$ cat src/rtl/ram_port_ctrl_if.sv
// Request/response channel between the load/store path and ram_port_ctrl.
// master = requester, slave = controller.
interface ram_port_ctrl_if #(
  parameter int AW = 4,
  parameter int DW = 8
);
  logic          req_valid;
  logic          req_ready;
  logic          req_we;
  logic [AW-1:0] req_addr;
  logic [DW-1:0] req_wdata;
  logic [AW-1:0] req_len;
  logic          rsp_valid;
  logic          rsp_ready;
  logic [DW-1:0] rsp_rdata;
  logic          rsp_last;
  logic          rsp_is_write;

  modport master (
    output req_valid, req_we, req_addr, req_wdata, req_len, rsp_ready,
    input  req_ready, rsp_valid, rsp_rdata, rsp_last, rsp_is_write
  );

  modport slave (
    input  req_valid, req_we, req_addr, req_wdata, req_len, rsp_ready,
    output req_ready, rsp_valid, rsp_rdata, rsp_last, rsp_is_write
  );
endinterface

$ cat src/rtl/ram_port_ctrl.sv
// Initiator for the 16x8 Ram: single-beat writes with an isolated write strobe,
// burst reads with address wrap, valid/ready request and response channels.
module ram_port_ctrl #(
  parameter int AW = 4,
  parameter int DW = 8
) (
  input  logic          clk,
  input  logic          rst_n,
  ram_port_ctrl_if.slave bus,
  output logic [AW-1:0] ram_addr_read,
  output logic          ram_read_enable,
  input  logic [DW-1:0] ram_data_out,
  output logic [DW-1:0] ram_data_in,
  output logic [AW-1:0] ram_addr_write,
  output logic          ram_write_enable
);

  typedef enum logic [2:0] {
    IDLE, WR_SETUP, WR_STROBE, WR_HOLD, WR_ACK, RD_ISSUE, RD_RSP
  } state_e;

  localparam logic [AW-1:0] ONE = AW'(1);

  state_e        state_q, state_d;
  logic [AW-1:0] addr_q, addr_d;
  logic [AW-1:0] len_q, len_d;
  logic [AW-1:0] beat_q, beat_d;
  logic          rsp_valid_q, rsp_valid_d;
  logic [DW-1:0] rsp_rdata_q, rsp_rdata_d;
  logic          rsp_last_q, rsp_last_d;
  logic          rsp_is_write_q, rsp_is_write_d;
  logic          ram_re_q, ram_re_d;
  logic [AW-1:0] ram_addr_read_q, ram_addr_read_d;
  logic          ram_we_q, ram_we_d;
  logic [AW-1:0] ram_addr_write_q, ram_addr_write_d;
  logic [DW-1:0] ram_data_in_q, ram_data_in_d;

  always_comb begin
    state_d          = state_q;
    addr_d           = addr_q;
    len_d            = len_q;
    beat_d           = beat_q;
    rsp_valid_d      = rsp_valid_q;
    rsp_rdata_d      = rsp_rdata_q;
    rsp_last_d       = rsp_last_q;
    rsp_is_write_d   = rsp_is_write_q;
    ram_re_d         = 1'b0;
    ram_addr_read_d  = ram_addr_read_q;
    ram_we_d         = 1'b0;
    ram_addr_write_d = ram_addr_write_q;
    ram_data_in_d    = ram_data_in_q;

    unique case (state_q)
      IDLE: begin
        if (bus.req_valid) begin
          addr_d = bus.req_addr;
          len_d  = bus.req_len;
          beat_d = '0;
          if (bus.req_we) begin
            state_d          = WR_SETUP;
            ram_addr_write_d = bus.req_addr;
            ram_data_in_d    = bus.req_wdata;
          end else begin
            state_d         = RD_ISSUE;
            ram_re_d        = 1'b1;
            ram_addr_read_d = bus.req_addr;
          end
        end
      end
      WR_SETUP: begin
        state_d  = WR_STROBE;
        ram_we_d = 1'b1;
      end
      WR_STROBE: state_d = WR_HOLD;
      WR_HOLD: begin
        state_d        = WR_ACK;
        rsp_valid_d    = 1'b1;
        rsp_is_write_d = 1'b1;
        rsp_last_d     = 1'b1;
        rsp_rdata_d    = '0;
      end
      WR_ACK: begin
        if (bus.rsp_ready) begin
          rsp_valid_d = 1'b0;
          state_d     = IDLE;
        end
      end
      RD_ISSUE: begin
        state_d        = RD_RSP;
        rsp_rdata_d    = ram_data_out;
        rsp_valid_d    = 1'b1;
        rsp_is_write_d = 1'b0;
        rsp_last_d     = (beat_q == len_q);
      end
      RD_RSP: begin
        if (bus.rsp_ready) begin
          rsp_valid_d = 1'b0;
          if (rsp_last_q) begin
            state_d = IDLE;
          end else begin
            // next beat: AW-bit address wraps naturally
            addr_d          = addr_q + ONE;
            beat_d          = beat_q + ONE;
            ram_addr_read_d = addr_q + ONE;
            ram_re_d        = 1'b1;
            state_d         = RD_ISSUE;
          end
        end
      end
      default: state_d = IDLE;
    endcase
  end

  always_ff @(posedge clk) begin
    if (!rst_n) begin
      state_q          <= IDLE;
      addr_q           <= '0;
      len_q            <= '0;
      beat_q           <= '0;
      rsp_valid_q      <= 1'b0;
      rsp_rdata_q      <= '0;
      rsp_last_q       <= 1'b0;
      rsp_is_write_q   <= 1'b0;
      ram_re_q         <= 1'b0;
      ram_addr_read_q  <= '0;
      ram_we_q         <= 1'b0;
      ram_addr_write_q <= '0;
      ram_data_in_q    <= '0;
    end else begin
      state_q          <= state_d;
      addr_q           <= addr_d;
      len_q            <= len_d;
      beat_q           <= beat_d;
      rsp_valid_q      <= rsp_valid_d;
      rsp_rdata_q      <= rsp_rdata_d;
      rsp_last_q       <= rsp_last_d;
      rsp_is_write_q   <= rsp_is_write_d;
      ram_re_q         <= ram_re_d;
      ram_addr_read_q  <= ram_addr_read_d;
      ram_we_q         <= ram_we_d;
      ram_addr_write_q <= ram_addr_write_d;
      ram_data_in_q    <= ram_data_in_d;
    end
  end

  assign bus.req_ready    = (state_q == IDLE);
  assign bus.rsp_valid    = rsp_valid_q;
  assign bus.rsp_rdata    = rsp_rdata_q;
  assign bus.rsp_last     = rsp_last_q;
  assign bus.rsp_is_write = rsp_is_write_q;
  assign ram_addr_read    = ram_addr_read_q;
  assign ram_read_enable  = ram_re_q;
  assign ram_data_in      = ram_data_in_q;
  assign ram_addr_write   = ram_addr_write_q;
  assign ram_write_enable = ram_we_q;

endmodule

$ cat src/flat_wrapper.sv
// flat-port wrapper written by rule: the top's interface ports become plain ports
module ram_port_ctrl_flat 
#(
  parameter int AW = 4,
  parameter int DW = 8
)
  (clk, rst_n, ram_addr_read, ram_read_enable, ram_data_out, ram_data_in, ram_addr_write, ram_write_enable, bus_req_valid, bus_req_we, bus_req_addr, bus_req_wdata, bus_req_len, bus_rsp_ready, bus_req_ready, bus_rsp_valid, bus_rsp_rdata, bus_rsp_last, bus_rsp_is_write);
  ram_port_ctrl_if #(.AW(AW), .DW(DW)) bus_i ();
  input  logic clk;
  input  logic rst_n;
  output logic [AW-1:0] ram_addr_read;
  output logic ram_read_enable;
  input  logic [DW-1:0] ram_data_out;
  output logic [DW-1:0] ram_data_in;
  output logic [AW-1:0] ram_addr_write;
  output logic ram_write_enable;
  input wire logic [$bits(bus_i.req_valid)-1:0] bus_req_valid;
  input wire logic [$bits(bus_i.req_we)-1:0] bus_req_we;
  input wire logic [$bits(bus_i.req_addr)-1:0] bus_req_addr;
  input wire logic [$bits(bus_i.req_wdata)-1:0] bus_req_wdata;
  input wire logic [$bits(bus_i.req_len)-1:0] bus_req_len;
  input wire logic [$bits(bus_i.rsp_ready)-1:0] bus_rsp_ready;
  output wire logic [$bits(bus_i.req_ready)-1:0] bus_req_ready;
  output wire logic [$bits(bus_i.rsp_valid)-1:0] bus_rsp_valid;
  output wire logic [$bits(bus_i.rsp_rdata)-1:0] bus_rsp_rdata;
  output wire logic [$bits(bus_i.rsp_last)-1:0] bus_rsp_last;
  output wire logic [$bits(bus_i.rsp_is_write)-1:0] bus_rsp_is_write;
  assign bus_i.req_valid = bus_req_valid;
  assign bus_i.req_we = bus_req_we;
  assign bus_i.req_addr = bus_req_addr;
  assign bus_i.req_wdata = bus_req_wdata;
  assign bus_i.req_len = bus_req_len;
  assign bus_i.rsp_ready = bus_rsp_ready;
  assign bus_req_ready = bus_i.req_ready;
  assign bus_rsp_valid = bus_i.rsp_valid;
  assign bus_rsp_rdata = bus_i.rsp_rdata;
  assign bus_rsp_last = bus_i.rsp_last;
  assign bus_rsp_is_write = bus_i.rsp_is_write;
  ram_port_ctrl #(.AW(AW), .DW(DW)) u_core (.clk(clk), .rst_n(rst_n), .bus(bus_i), .ram_addr_read(ram_addr_read), .ram_read_enable(ram_read_enable), .ram_data_out(ram_data_out), .ram_data_in(ram_data_in), .ram_addr_write(ram_addr_write), .ram_write_enable(ram_write_enable));
endmodule
$ cat config.mk
export PLATFORM = sky130hd
export DESIGN_NAME = ram_port_ctrl_flat
export DESIGN_NICKNAME = d
export VERILOG_FILES = /design/src/rtl/ram_port_ctrl_if.sv /design/src/rtl/ram_port_ctrl.sv /design/src/flat_wrapper.sv
export SDC_FILE = /design/constraint.sdc
export NUM_CORES = 1
export LEC_CHECK = 0
export CAP_MARGIN = 20
export CORE_UTILIZATION = 35
export CTS_CLUSTER_DIAMETER = 30
export DETAILED_ROUTE_END_ITERATION = 6
export PLACE_DENSITY_LB_ADDON = 0.15
export SYNTH_ARGS = -nofsm -noshare
export SYNTH_HDL_FRONTEND = slang
export SYNTH_SLANG_ARGS = --single-unit
$ cat constraint.sdc
create_clock -name clk -period 1.5 [get_ports clk]
set_input_delay 0.15 -clock clk [delete_from_list [all_inputs] [get_ports clk]]
set_output_delay 0.15 -clock clk [all_outputs]
set_load 0.02 [all_outputs]
======== After elaboration in Yosys (flattened, before gate mapping) ========
Cells that the tools add are included.
storage, ports and cells
  register bits after elaboration ......... 44
  latch bits .............................. 0
  memory bits (writable) .................. 0
  memory bits (read-only) ................. 0
  bits of input ports ..................... 29
  memories kept ........................... 0
operators by class
  add/subtract/negate cells ............... 2
  $mul .................................... 0
  divide/modulo/power cells ............... 0
  magnitude comparators ................... 0
  equal/unequal tests ..................... 13
  shift-type cells ........................ 0
  mux-type cells .......................... 28
  bitwise operators ....................... 0
  reductions and logical operators ........ 12
operator list
  operator             number
  $mux 4               8
  $pmux 4 s2           3
  $pmux 3 s7           1
  $pmux 8 s2           1
  $mux 3               5
  $ne 2x2->1 const B   5
  $eq 3x3->1 const B   3
  $add 4x1->4 const B  2
  $pmux 1 s2           4
  $eq 3x2->1 const B   2
  $mux 1               6
  $reduce_and 3->1     2
  $reduce_bool 2->1    3
  $reduce_and 5->1     1
  $eq 4x4->1           1
  $reduce_and 2->1     2
  $reduce_and 4->1     1
  $reduce_or 2->1      2
  $eq 3x1->1 const B   1
  $logic_not 3->1      1
  $ne 2x1->1 const B   1

======== Logic depth before layout (Yosys ltp) ========
Gate-level depths: netlist (run 1).
  depth in word-level cells ............... 4
  gate-level depth with buffers ........... 6

======== Least setup slack after synthesis (run 1) ========
OpenSTA, ideal clock, no wires.
  path kind ............................... register to register
  from .................................... register u_core.state_q[0]
  to ...................................... register u_core.ram_addr_write_q[3], in the netlist u_core.ram_addr_write[3]
  arrival time ............................ 1.422 ns
  data required time ...................... 1.368 ns
  setup slack ............................. -0.054 ns
  stages on the path, launching flop included .. 7
  path buffers ............................ 2
  period minus slack after synthesis ...... 1.554 ns
  path through ............................ dfxtp_1 -> buf_4 -> nor4b_2 -> nand2_2 -> buf_2 -> nand2_1 -> a21oi_1
on the way
  longest elaborated chain between the ends .. 2
RTL lines
  item                        line                  source
  start: declaration          ram_port_ctrl.sv:24   state_e state_q, state_d;
  start signal: assignment    ram_port_ctrl.sv:130  state_q <= state_d;
  $logic_not 3->1             ram_port_ctrl.sv:53   unique case (state_q)
  $reduce_and 3->1 (no line)  --
  end signal: assignment      ram_port_ctrl.sv:141  ram_addr_write_q <= ram_addr_write_d;
  end: declaration            ram_port_ctrl.sv:35   logic [AW-1:0] ram_addr_write_q, ram_addr_write_d;
No other way between the ends.
A chain may end at the register's enable or synchronous reset.

======== Worst setup path in the final report (run 1) ========
  from .................................... register u_core.state_q[1]
  to ...................................... register u_core.ram_addr_read_q[2], in the netlist u_core.ram_addr_read[2]
on the way
  longest elaborated chain between the ends .. 3
  elaborated cells between the ends (all ways) .. 9
  those cells by class .................... eq/ne (5); mux (1); reduce/logical (3)
RTL lines
  item                                                       line                  source
  $eq 3x3->1 or $logic_not 3->1 (tied branches)              ram_port_ctrl.sv:53
  $ne 2x2->1 (no line) or $reduce_bool 2->1 (tied branches)  --
  $reduce_and 5->1 (no line)                                 --
  end signal: assignment                                     ram_port_ctrl.sv:139  ram_addr_read_q <= ram_addr_read_d;
  end: declaration                                           ram_port_ctrl.sv:33   logic [AW-1:0] ram_addr_read_q, ram_addr_read_d;
Several ways; a longest one is shown, not always the timed one.

==> impl_results.md, run 1 <==
- Run status: complete, but fails checks
- Violations in the final reports: negative setup slack
- Mapped cell area: 0.00198 sq mm
- Flip-flop and latch area: 882 sq um
- Sequential fraction of the synthesis area: between 40% and 50%
- Arrival @ worst endpoint: between 1500 and 2000 ps
- Top cells by area in the synthesized netlist: sky130_fd_sc_hd__dfxtp_1, sky130_fd_sc_hd__a21oi_1, sky130_fd_sc_hd__nand2_1
- Fill count: 536
- Routed len/inst: 12.9 microns
- HP Class: in -> reg
- Fin Hold WS: 405 ps
- Inserted Diodes: 0
- Max rail drop VDD: approximately 0.00075 V
- Port-buffer cells: 58
- DRC: 0
- Endpoint required time on the critical path: 1670 ps
- Primary flip-flop cell chosen by synthesis mapping: sky130_fd_sc_hd__dfxtp_1
- TritonCTS clock tree: built
- Power per Cell Area: ~1500 mW/mm^2
- EDFF count, synth: 0
- Area growth, synth to finish: 45.9%
- Unrepaired setup endpoints after global routing: true
- Area of the placeable core: 0.00547 sq mm
- Most used standard cell by instance count after synthesis: sky130_fd_sc_hd__dfxtp_1
- Non-filler instance count after layout: ~370
- CTS root buf: sky130_fd_sc_hd__clkbuf_8
- Area occupied by multi-input gates: 0.00101 sq mm
- Mapped Cells: 227
- Post-layout nets: 332
- Starting utilization of the core area: 36.2%
- Critical path startpoint category: flop
- Period minus WS final: approximately 1500 ps
- Area fraction of the dominant cell type after synthesis: 44.5%
- Number of antenna violations at the first check in global routing: 0
- DP HPWL: 3.53 mm
- Commonest cells in the netlist: sky130_fd_sc_hd__dfxtp_1, sky130_fd_sc_hd__a21oi_1, sky130_fd_sc_hd__nand2_1, sky130_fd_sc_hd__nor2_1, sky130_fd_sc_hd__nand3_1
- Maximum number of pins on one net before global-route repair: 24
- Ys Warns: 0
- Number of buffers created by CTS: 5
- Std cell rows: 27
- Via count normalized by instance count: 5.00
- Total global routing overflow: 0
- Vias in the first global route: 1,737
- Worst Setup Slack, final: -12.1 ps
- Number of nets with antenna violations after detailed routing: 0
- Clock tree buffer depth: 2
- Clock-pin slew on the worst setup and hold paths: 80 ps
- Wirelength, routed: 4.82 mm
- Leakage power: approximately 1.1 nW
- Number of placed instances, taps included: 366
- Maximum clock frequency: 0.661 GHz
- Maximum fanout along the worst path: 7
- Flop and latch count out of synthesis: 44
- Sort of element at the end of the critical path: flop
- Avg Synthesized Cell Area: between 8 and 9 sq um
- Length in cells of the worst reg-to-reg path: 4
- Max-slew violations: 0
- DRT Pass-1 Iters: 4
- H-Tree Level Count: 2
- Total setup violations reported at the end of the flow: 1
- Total I/O pin count: a little under 60
- DR vias: 1,870
- Number of distinct library cell variants in the gate-level netlist after synthesis: 41
- Share of synthesized registers carrying an async set or reset: 0%
- Worst Path Class, Setup: reg -> reg
- Count of maximum capacitance violations: 0
- Synth Net Count: between 200 and 300
- Number of clock sinks: 44
- Clock insertion delay at the later pin of the skew report: roughly 290 ps
- Final estimated routing congestion in global placement: 0.805
- Fraction of layout cells with a size suffix above 1: ~15%
- Slew headroom: 75.2%
- Max Clock Skew: 3.85 ps
- Cell type with the largest total area after synthesis: sky130_fd_sc_hd__dfxtp_1
- Die Span Y: 77.2 microns
- Hold violation count in the final report: 0
- Die Wd: 77.2 microns
- Count of routing violations after the opening detailed-route iteration: about 100
- Overall die area: 0.00596 sq mm
- Portion of the clock cycle consumed by the worst path in the final layout: 101%
- Hold-critical path depth: 3
- GRT Resource Usage Total: 16.8%
- Worst Max-Slew Pin Slew: around 370 ps
- Wire length of the first global-routing pass: approximately 8.1 mm
## worst max-delay path, stage by stage, from the launching register on
cell and delay (ps):
sky130_fd_sc_hd__dfxtp_2 350, sky130_fd_sc_hd__or4b_4 520, sky130_fd_sc_hd__a21oi_4 250, sky130_fd_sc_hd__mux2i_1 220, sky130_fd_sc_hd__nor2_1 50
## final timing paths
kind	slack, ps	to	start
worst max register to register	-10	u_core.ram_addr_read[2]	u_core.state_q[1]
worst max-delay path	-10	u_core.ram_addr_read[2]	u_core.state_q[1]
worst min register to register	460	u_core.ram_data_in[1]	u_core.ram_data_in[1]
worst min-delay path	410	u_core.len_q[0]	bus_req_len[0]
## registers in the layout, indices dropped and copies added, names as in the netlist
name                     cells
u_core.bus.rsp_is_write      1
u_core.ram_write_enable      1
u_core.addr_q                4
u_core.ram_read_enable       1
u_core.state_q               3
u_core.ram_addr_read         4
u_core.len_q                 4
u_core.beat_q                4
u_core.ram_data_in           8
u_core.bus.rsp_last          1
u_core.ram_addr_write        4
u_core.bus.rsp_rdata         8
u_core.bus.rsp_valid         1
## per-layer routing
layer	share of wire [%]	track usage, %	vias to the layer above
li1	-	-	954
met1	49	22.7	872
met2	45	26.5	38
met3	3.9	3.69	6
met4	1.2	5.09	0
met5	0	0	-
## cells in the final DEF, fill, tap and decap left out, types with 3 or more instances in the layout
cell                              count
sky130_fd_sc_hd__clkdlybuf4s50_1     55
sky130_fd_sc_hd__o21ai_0             10
sky130_fd_sc_hd__dfxtp_1             43
sky130_fd_sc_hd__nand2b_1             5
sky130_fd_sc_hd__inv_1                4
sky130_fd_sc_hd__xor2_1               5
sky130_fd_sc_hd__a22o_1               8
sky130_fd_sc_hd__buf_4               25
sky130_fd_sc_hd__nand2_1             22
sky130_fd_sc_hd__a211oi_1             5
sky130_fd_sc_hd__nor3_1               3
sky130_fd_sc_hd__mux2i_1              3
sky130_fd_sc_hd__nor2_1              18
sky130_fd_sc_hd__xnor2_1              4
sky130_fd_sc_hd__o22ai_1              3
sky130_fd_sc_hd__clkbuf_8             6
sky130_fd_sc_hd__a21oi_1             26
sky130_fd_sc_hd__a22oi_1              8
sky130_fd_sc_hd__nand3_1             15
## area by class of cell
cell class	instances	area share, %
clock buffer	8	3.12
multi-input combinational	160	34.8
tap	72	3.12
sequential	44	30.5
inverter	5	0.650
timing repair buffer	85	27.7
## per-stage QoR
step / worst slack, ps / TNS [ps] / total power, mW / util [%] / instance area [sq um]
after floorplan: -54.0 / -540 / 2.77 / - / 1980
after global placement: -325 / -5780 / 3.64 / 51.0 / 2790
after detailed placement: -348 / -5560 / 3.66 / 51.0 / 2790
after CTS: -15.5 / -15.5 / 4.44 / 52.7 / 2880
after global routing: -69.3 / -310 / 4.68 / 52.8 / 2890
final: -12.1 / -12.1 / 4.39 / 52.8 / 2890
## kinds of logic after synthesis
logic type | synth area share, %
compound gates | 23.8
xor+xnor | 3.98
fa+ha+maj | 1.26
buf+inv | 5.44
flops | 44.5
mux | 3.16
simple gates | 17.8
## where the power goes
part           internal [mW]  switching (mW)
clock network          0.376           0.377
registers               1.39           0.183
logic                   1.02            1.04
## timing repair
action	4_1_cts	5_1_grt
hold buffers	0	0
pin swaps	1	1
resized for setup	6	5
setup endpoints to repair	11	21
buffers inserted	0	0
(Power assumes the default switching activity.)
==> run 2, diff against run 1 <==
Settings changed: CAP_MARGIN 20 to not set, SLEW_MARGIN set to 20.
==> results of run 2 <==
The final DEF is identical to that of run 1; final timing and power are the same.
==> run 3, diff against run 2 <==
Settings changed: CTS_BUF_LIST set to sky130_fd_sc_hd__clkbuf_4 sky130_fd_sc_hd__clkbuf_8.
==> impl_results.md, run 3 (same netlist as run 1, synthesis figures left out) <==
- Total global routing overflow: 0 (unchanged)
- Length in cells of the worst reg-to-reg path: 4 (unchanged)
- Number of placed instances, taps included: 366 (unchanged)
- DRT Pass-1 Iters: 4 (unchanged)
- Switching portion of total power: 36.0% (-0.36 points)
- Endpoint required time on the critical path: 1670 ps (about the same)
- Internal reg-to-reg setup slack: 3 ps (+20 ps)
- Worst Setup Slack, final: 3.18 ps (+15.3 ps)
- Area of the placeable core: 0.00547 sq mm (unchanged)
- Fin util: 52.9% (+0.14 points)
- Maximum clock frequency: 0.668 GHz (+1.0%)
- Leakage power: 1.09 nW (+0.63%)
- Non-filler instance count after layout: 374 (unchanged)
- Hold violation count in the final report: 0 (unchanged)
- Period minus WS final: 1500 ps (-15.3 ps)
- Area growth, synth to finish: 46.3%
- Die Span Y: 77.2 microns (unchanged)
- Vias in the first global route: 1,735 (-0.12%)
- Number of antenna violations at the first check in global routing: 0 (unchanged)
- GRT Resource Usage Total: 16.8% (-0.025 points)
- Std cell rows: 27 (unchanged)
- Clock share of power: 17.8% (+0.6 points)
- Via count normalized by instance count: 4.99 (-0.11%)
- Post-layout nets: 332 (unchanged)
- CTS Hold Buffers Added: 0 (unchanged)
- Sort of element at the end of the critical path: flop
- Fraction of layout cells with a size suffix above 1: 15.9% (+0.66 points)
- Overall die area: 0.00596 sq mm (unchanged)
- Worst Max-Slew Pin Slew: 365 ps (-7.59 ps)
- Count of maximum capacitance violations: 0 (unchanged)
- Slowest cell delay on critical path: 520 ps (about the same)
- DR vias: 1,868 (-0.11%)
- Setup crit start: u_core.state_q[1]
- Power per Cell Area: 1530 mW/mm^2 (+0.46%)
- DP HPWL: 3.53 mm (unchanged)
- Logic gate share of total power: 46.5% (-0.4 points)
- Routed len/inst: 12.8 microns (-0.44%)
- Final estimated routing congestion in global placement: 0.805 (unchanged)
- Port-buffer cells: 58 (unchanged)
- Maximum fanout along the worst path: 7 (unchanged)
- Switching component of the power: 1.59 mW (-0.29%)
- End point of the critical path: u_core.ram_addr_read[2]
- Arrival @ worst endpoint: 1670 ps (-20 ps)
- Internal power: 2.83 mW (+1.3%)
- Wirelength, routed: 4.79 mm (-0.44%)
- Slowest stage cell on the critical path: sky130_fd_sc_hd__or4b_4
- Worst R2R End: u_core.ram_addr_read[2]
- TritonCTS clock tree: built
- Number of nets with antenna violations after detailed routing: 0 (unchanged)
- Max rail drop VDD: 0.000763 V (+1.2%)
- DRC: 0 (unchanged)
- Critical path startpoint category: flop
- Count of routing violations after the opening detailed-route iteration: 125 (+20%)
- Max Clock Skew: 4.48 ps (+0.631 ps)
- Clock tree buffer depth: 2 (unchanged)
- Sum of negative setup slack: 0 ps (+12.1 ps)
- Total Power Consumption: 4.42 mW (+0.72%)
- Run status: complete, no violations
- Max-slew violations: 0 (unchanged)
- Worst Path Class, Setup: reg -> reg
- Fill count: 535 (-0.19%)
- Number of buffers created by CTS: 5 (unchanged)
- Starting utilization of the core area: 36.2% (unchanged)
- Number of clock sinks: 44 (unchanged)
- Clock insertion delay at the later pin of the skew report: 290 ps (about the same)
- Wire length of the first global-routing pass: 8.06 mm (-0.17%)
- Highest-count cells in the layout ignoring fill and taps: sky130_fd_sc_hd__clkdlybuf4s50_1, sky130_fd_sc_hd__dfxtp_1, sky130_fd_sc_hd__a21oi_1
- Maximum number of pins on one net before global-route repair: 24 (unchanged)
- Setup slack after placement: -348 ps (unchanged)
- Clock-pin slew on the worst setup and hold paths: 80 ps (about the same)
- CTS root buf: sky130_fd_sc_hd__clkbuf_8
- Total setup violations reported at the end of the flow: 0 (-1)
- Leading cell type in the layout, fill and taps excluded: sky130_fd_sc_hd__clkdlybuf4s50_1
- Sequential power share: 35.7% (-0.3 points)
- Slew headroom: 75.7% (+0.51 points)
- Unrepaired setup endpoints after global routing: true
- HP Class: in -> reg
- Flip-flop and latch area: 882 sq um (unchanged)
- Standard cell area after detailed placement: 0.00279 sq mm (unchanged)
- Area occupied by multi-input gates: 0.00101 sq mm (unchanged)
- Die Wd: 77.2 microns (unchanged)
- Total I/O pin count: 59 (unchanged)
- CP cell instances: or4b_4 > a21oi_4 > mux2i_1 > nor2_1
- Final design instance area without fill: 0.00290 sq mm (+0.26%)
- Inserted Diodes: 0 (unchanged)
- Reg2reg start: u_core.state_q[1]
- Fin Hold WS: 405 ps (-0.359 ps)
- H-Tree Level Count: 2 (unchanged)
- Portion of the clock cycle consumed by the worst path in the final layout: 99.8% (-1.0 points)
[run 3: cell counts in the layout (fill, tap and decap cells not counted)]
Identical to the previous run, type by type.
[run 3: timing repair]
action,CTS,global route
buffers inserted,0,0
setup endpoints to repair,11,21
gates resized for setup,6,5
pin swaps,1,1
[run 3: how the worst min path moves through the flow]
stage                       endpoint  depth (start not counted)             startpoint  slack, ps
6_report             u_core.len_q[0]                          3         bus_req_len[0]        410
3_3_place_gp   u_core.ram_data_in[4]                          2  u_core.ram_data_in[4]        440
2_1_floorplan      u_core.state_q[2]                          1          bus_rsp_ready        270
3_5_place_dp   u_core.ram_data_in[5]                          2  u_core.ram_data_in[5]        450
5_1_grt              u_core.len_q[3]                          3         bus_req_len[3]        420
4_1_cts              u_core.len_q[0]                          3         bus_req_len[0]        390
[run 3: cell type report]
type / instances / area share (%)
Multi-Input combinational cell: 160 / 34.7
Clock buffer: 8 / 3.37
Inverter: 5 / 0.648
Tap cell: 72 / 3.11
Timing Repair Buffer: 85 / 27.7
Sequential cell: 44 / 30.5
[run 3: metal layers]
layer	up-vias	share of wire (%)	track usage (%)
met3	6	4.4	3.69
met2	40	45	26.5
met4	0	1.2	5.09
met5	-	0	0
met1	867	50	22.7
li1	955	-	-
[run 3: critical path, delay by kind of cell (launching register included)]
family,cells,cell delay (ps)
simple gates,2,570
flops,1,340
mux,1,220
compound gates,1,250
[run 3: power by group through the flow]
stage	Clock, mW	Sequential, mW	Combinational (mW)
3_5_place_dp	0	1.60	2.06
2_1_floorplan	0	1.70	1.07
4_1_cts	0.825	1.58	2.07
6_report	0.786	1.58	2.05
5_1_grt	0.865	1.60	2.25
3_3_place_gp	0	1.60	2.04
==> edit 1: new RTL, settings of run 2 <==
Encoding of `state_e`: now one-hot (7 bits for 7 states).
--- a/src/rtl/ram_port_ctrl.sv
+++ b/src/rtl/ram_port_ctrl.sv
@@ -17,4 +17,4 @@
 
-  typedef enum logic [2:0] {
-    IDLE, WR_SETUP, WR_STROBE, WR_HOLD, WR_ACK, RD_ISSUE, RD_RSP
+  typedef enum logic [6:0] {
+    IDLE = 7'b0000001, WR_SETUP = 7'b0000010, WR_STROBE = 7'b0000100, WR_HOLD = 7'b0001000, WR_ACK = 7'b0010000, RD_ISSUE = 7'b0100000, RD_RSP = 7'b1000000
   } state_e;
Formal check against the unedited RTL: no difference found for any inputs over 10 cycles, from zero or initial values and one cycle with rst_n low; not proved beyond that.
==> edit 1 against run 2 <==
Area after synthesis increased by 10%; clock power grew 6.8%; die area up 9.9%; setup slack worse by 100 ps; sequential power rose by 4%; wire length rose by 9.0%; sequential cell count is 4 higher; the run still ends with negative setup slack left; power rose by 4.4%; cell area up 14%; count of clock-buffer cells in the layout down 2; synthesized cell count increased by 7.9%; combinational power is 3% higher.
==> edit 1: results (changes against run 2) <==
pre_cts_ws_ps: -196.9  # +150.9 ps
yosysUniqueCellTypes: 48  # +17%
wire_per_inst_um: 12.96  # +0.65%
ir_drop_v: 0.001077  # +43%
hp-start: "bus_req_wdata[2]"
synthMuxAreaShare: 0.03330  # +0.001690
first_pass_iters: 5  # +1
fin_ws_ps: -116.0  # -103.9 ps
drtIter0Drc: 107  # +2.9%
yosys-top-cells-area: "dfxtp_1 (44%), nand2_1 (9.0%), a21boi_1 (3.8%)"
synth_commonest_cells: "nand2_1 (52), dfxtp_1 (48), a21boi_1 (11), nand3_1 (10), nor2b_1 (9)"
dp_hpwl_mm: 3.556  # +0.68%
cp_slowest_cell: "dfxtp_4"
wl_mm: 5.248  # +9.0%
yosys.area_share.xor_xnor: 0.03215  # -0.007676
synth_compound_area_frac: 0.1734  # -0.06494
critPathMaxStageDelay_ps: 370  # -150 ps
via_per_inst: 4.933  # -1.3%
ys_seq_area_frac: 0.4409  # -0.004134
synth_nets: 276  # +7.0%
nFillCells: 581  # +8.4%
reg2reg_depth: 6  # +2
cp.arrival_ps: 1810  # +120 ps
place_area_um2: 3040  # +9.0%
finClkSkew_ps: 3.954  # +0.1022 ps
violations: "negative setup slack"
tns_ps: -969.6  # -957.5 ps
r2r-end: "u_core.addr_q[1]"
setup_viol: 19  # +18
grt_max_degree: 52  # +120%
final_layout_size_suffix_gt1_frac: 0.2182  # +0.06586
holdPathEnd: "u_core.ram_data_in[2]"
status: "finished with violations"
p_leak_nw: 1.268  # +17%
nets: 360  # +8.4%
grt_pass1_vias: 1858  # +7.0%
gp_congestion: 0.7991  # -0.76%
syn_inst: 245  # +7.9%
grt_usage: 0.1694  # +0.001389
dp.cells: 393  # +7.4%
relSlewSlack: 0.8001  # +0.04828
timing.rr.start: "u_core.state_q[0]"
grt_pass1_wl_mm: 8.418  # +4.3%
crit_fanout: 9  # +2
yosys.area_share.adder: 0.01148  # -0.001161
## edit 1: changes by cell type after synthesis, sizes merged, moves of 4 or more
cell,before,now
a211oi,6,1
a21boi,0,19
a21oi,28,5
a22o,8,0
and3,0,8
clkbuf,12,6
dfxtp,44,48
nand2,23,52
nand2b,5,1
nand3,15,10
nor2,18,8
nor2b,1,9
nor4b,1,5
## edit 1: where the power goes
part / internal [mW] / total [mW] / switching, mW
clock network: 0.369 / 0.804 / 0.436
registers: 1.49 / 1.65 / 0.159
logic: 1.14 / 2.13 / 0.993
## edit 1: kinds of logic after synthesis
family / count (synthesis)
xor gates and xnor gates: 8
muxes: 7
AOI/OAI and AO/OA: 52
and+or+nand+nor: 109
adders and majority gates: 2
DFF: 48
buffers and inverters: 19
## edit 1: worst max path at each step
stage | startpoint | endpoint | slack [ps]
after floorplan | u_core.state_q[3] | u_core.beat_q[2] | -60
after global placement | bus_rsp_ready | u_core.beat_q[2] | -190
after detailed placement | bus_rsp_ready | u_core.beat_q[2] | -200
after CTS | u_core.state_q[1] | u_core.ram_addr_read[0] | -90
after global routing | u_core.state_q[2] | u_core.beat_q[2] | -210
final | u_core.state_q[0] | u_core.addr_q[1] | -120
## edit 1: layer usage
metal  global-route usage  part of all wire
met5                    0                 0
met4              0.08036             0.018
met3              0.03146             0.039
met2               0.2681              0.46
met1               0.2212              0.48
## edit 1: what timing repair did
item,4_1_cts,5_1_grt
resized for setup,18,22
endpoints found under the setup margin,34,42
buffers inserted,0,2
pin swaps,0,9
gates cloned,1,1
## edit 1: stage by stage
stage	hold WS (ps)	total power, mW
2_1_floorplan	284.9	2.747
3_3_place_gp	440.8	3.520
3_5_place_dp	445.7	3.533
4_1_cts	373.1	4.447
5_1_grt	401.3	4.867
6_report	380.5	4.582
## edit 1: cell type report
type	instances	area, um2	share of cell area
multi-input combinational	179	1212	0.3687
sequential	48	972.2	0.2957
timing repair buffer	91	902.1	0.2744
tap	75	93.84	0.02854
clock buffer	6	82.58	0.02511
inverter	4	15.01	0.004566
clock inverter	2	10.01	0.003044
## edit 1: tightest hold or removal path, delay by kind of cell
kind | cells | cell delay (ps)
buffers and inverters | 1 | 400
AND/OR/NAND/NOR | 1 | 50
AO/OA/AOI/OAI | 1 | 40
==> edit 2: new RTL, flow settings as in run 2 <==
Made on the original files. `DW` is set to 8 in 3 places; all go to 10.
--- a/src/rtl/ram_port_ctrl_if.sv
+++ b/src/rtl/ram_port_ctrl_if.sv
@@ -4,3 +4,3 @@
   parameter int AW = 4,
-  parameter int DW = 8
+  parameter int DW = 10
 );
--- a/src/rtl/ram_port_ctrl.sv
+++ b/src/rtl/ram_port_ctrl.sv
@@ -4,3 +4,3 @@
   parameter int AW = 4,
-  parameter int DW = 8
+  parameter int DW = 10
 ) (
--- a/src/flat_wrapper.sv
+++ b/src/flat_wrapper.sv
@@ -4,3 +4,3 @@
   parameter int AW = 4,
-  parameter int DW = 8
+  parameter int DW = 10
 )
Ports: changed (resized bus_req_wdata, bus_rsp_rdata, ram_data_in and ram_data_out); port bits go from 59 to 67. The function was not compared with the original's and may differ.
==> edit 2 against run 2 <==
The run still ends with negative setup slack left; setup slack worse by 42 ps; first-iteration DRC count is 17% lower; sequential share of layout area is 0.50 points lower; synthesized cell count is 4.4% higher; non-clock buffer count is 10 higher; count of clock-buffer cells in the layout is 1 lower; cell area is 11% higher; sequential cell count is 4 higher; area after synthesis is 7.2% higher; clock skew is 4.0 ps higher; final cell count is 5.9% higher; wire length is 13% higher; critical endpoint is now u_core.ram_addr_read[0]; highest routed layer unchanged.
Power is not compared: it rests on default switching activity, and its combinational part moved more than twofold at a synthesized area within 25%.
==> edit 2: results (changes against run 2) <==
cts.clk_slew.worst_paths_ps: 90
first_pass_iters: 4  # unchanged
cts_buffers: 5  # unchanged
grt_usage: 0.1790  # +0.01102
use_met3: 0.03543  # -0.001476
pre_cts_ws_ps: -344.6  # +3.251 ps
ys_warn_count: 0  # unchanged
status: "finished with violations"
use_met1: 0.2477  # +0.02095
grt_max_degree: 30  # +25%
wl_met2_mm: 2.437  # +12%
ctsHoldBuffers: 0  # unchanged
dp.cells: 384  # +4.9%
antenna_found_initial: 0  # unchanged
ir_drop_v: 0.0005829
htreeDepth: 2  # unchanged
wl_met3_um: 235  # +24%
grt.met2_usage: 0.2744  # +0.008872
drtIter0Drc: 86  # -17%
gp_congestion: 0.7989  # -0.78%
syn_inst: 237  # +4.4%
place_area_um2: 3004  # +7.7%
worst_slew_pin_slew_ps: 451.9  # +79.63 ps
worstSkewPairLatency_ps: 300
yosysUniqueCellTypes: 39  # -4.9%
grt_pass1_wl_mm: 8.735  # +8.2%
drt-met1-wl_mm: 2.699  # +13%
fin_ws_ps: -54.02  # -41.92 ps
nFillCells: 532  # -0.75%
dp_hpwl_mm: 3.724  # +5.5%
via_per_inst: 4.939  # -1.2%
root_buffer: "clkbuf_8"
wl_mm: 5.446  # +13%
finClkSkew_ps: 7.833  # +3.981 ps
nets: 359  # +8.1%
clock_path_buffers: 2  # unchanged
postCtsResizedCells: 9  # +3
synth_nets: 272  # +5.4%
portBuffers: 66  # +14%
grt_pass1_vias: 1843  # +6.1%
setup_viol: 4  # +3
stdcell_count: 396  # +5.9%
yosys-top-cells-area: "dfxtp_1 (45%), nand2_1 (6.5%), mux2i_1 (5.2%)"
tns_ps: -145.6  # -133.5 ps
ys_seq_area_frac: 0.4528  # +0.007824
crit_fanout: 6  # -1
hp-class: "primary input to flop"
final_layout_size_suffix_gt1_frac: 0.1667  # +0.01435
synth_commonest_cells: "dfxtp_1 (48), nand2_1 (37), a21oi_1 (20), nor2_1 (20)"
cp.arrival_ps: 1750  # +60 ps
cts_setup_buffers: 3  # +3
violations: "negative setup slack"
[edit 2: cell count changes after synthesis, moves of 3 or more]
| cell | before | now |
|---|---|---|
| a21oi_1 | 26 | 20 |
| a22o_1 | 8 | 0 |
| a2bb2oi_1 | 0 | 3 |
| and2_1 | 0 | 8 |
| dfxtp_1 | 44 | 48 |
| mux2i_1 | 4 | 11 |
| nand2_1 | 22 | 37 |
| nand3_1 | 15 | 5 |
| o21ai_0 | 10 | 5 |
| o2bb2ai_1 | 0 | 7 |
[edit 2: worst paths after layout]
path                          from                      end  slack (ps)  cells past startpoint
max              u_core.state_q[2]  u_core.ram_addr_read[0]         -50                      4
min               bus_req_wdata[3]    u_core.ram_data_in[3]         390                      3
max reg2reg      u_core.state_q[2]  u_core.ram_addr_read[0]         -50                      4
min reg2reg  u_core.ram_data_in[5]    u_core.ram_data_in[5]         460                      2
[edit 2: layout make-up]
class | count | area, um2 | area share
well taps | 72 | 90.09 | 0.02803
repair buffers | 95 | 937.1 | 0.2916
flip-flops and latches | 48 | 965.9 | 0.3005
inverters | 6 | 22.52 | 0.007007
multi-input cells | 168 | 1102 | 0.3429
clock buffers | 7 | 96.34 | 0.02997
[edit 2: cells by family after synthesis]
group | after synthesis | synth area share
compound gates | 60 | 0.2011
simple gates | 85 | 0.1940
buf+inv | 21 | 0.04599
mux | 12 | 0.05720
fa+ha+maj | 2 | 0.01179
xor+xnor | 9 | 0.03715
flops | 48 | 0.4528
[edit 2: critical path: stages, from the launching register on]
cell	delay, ps
dfxtp_2	340
or3b_4	440
a221oi_4	390
mux2i_1	230
nor2_1	50
[edit 2: report_power, final]
part / switching, mW / total (mW) / internal (mW)
Sequential: 0.0656 / 1.43 / 1.36
Combinational: 0.401 / 0.843 / 0.443
Clock: 0.408 / 0.819 / 0.411
Total: 0.875 / 3.09 / 2.22
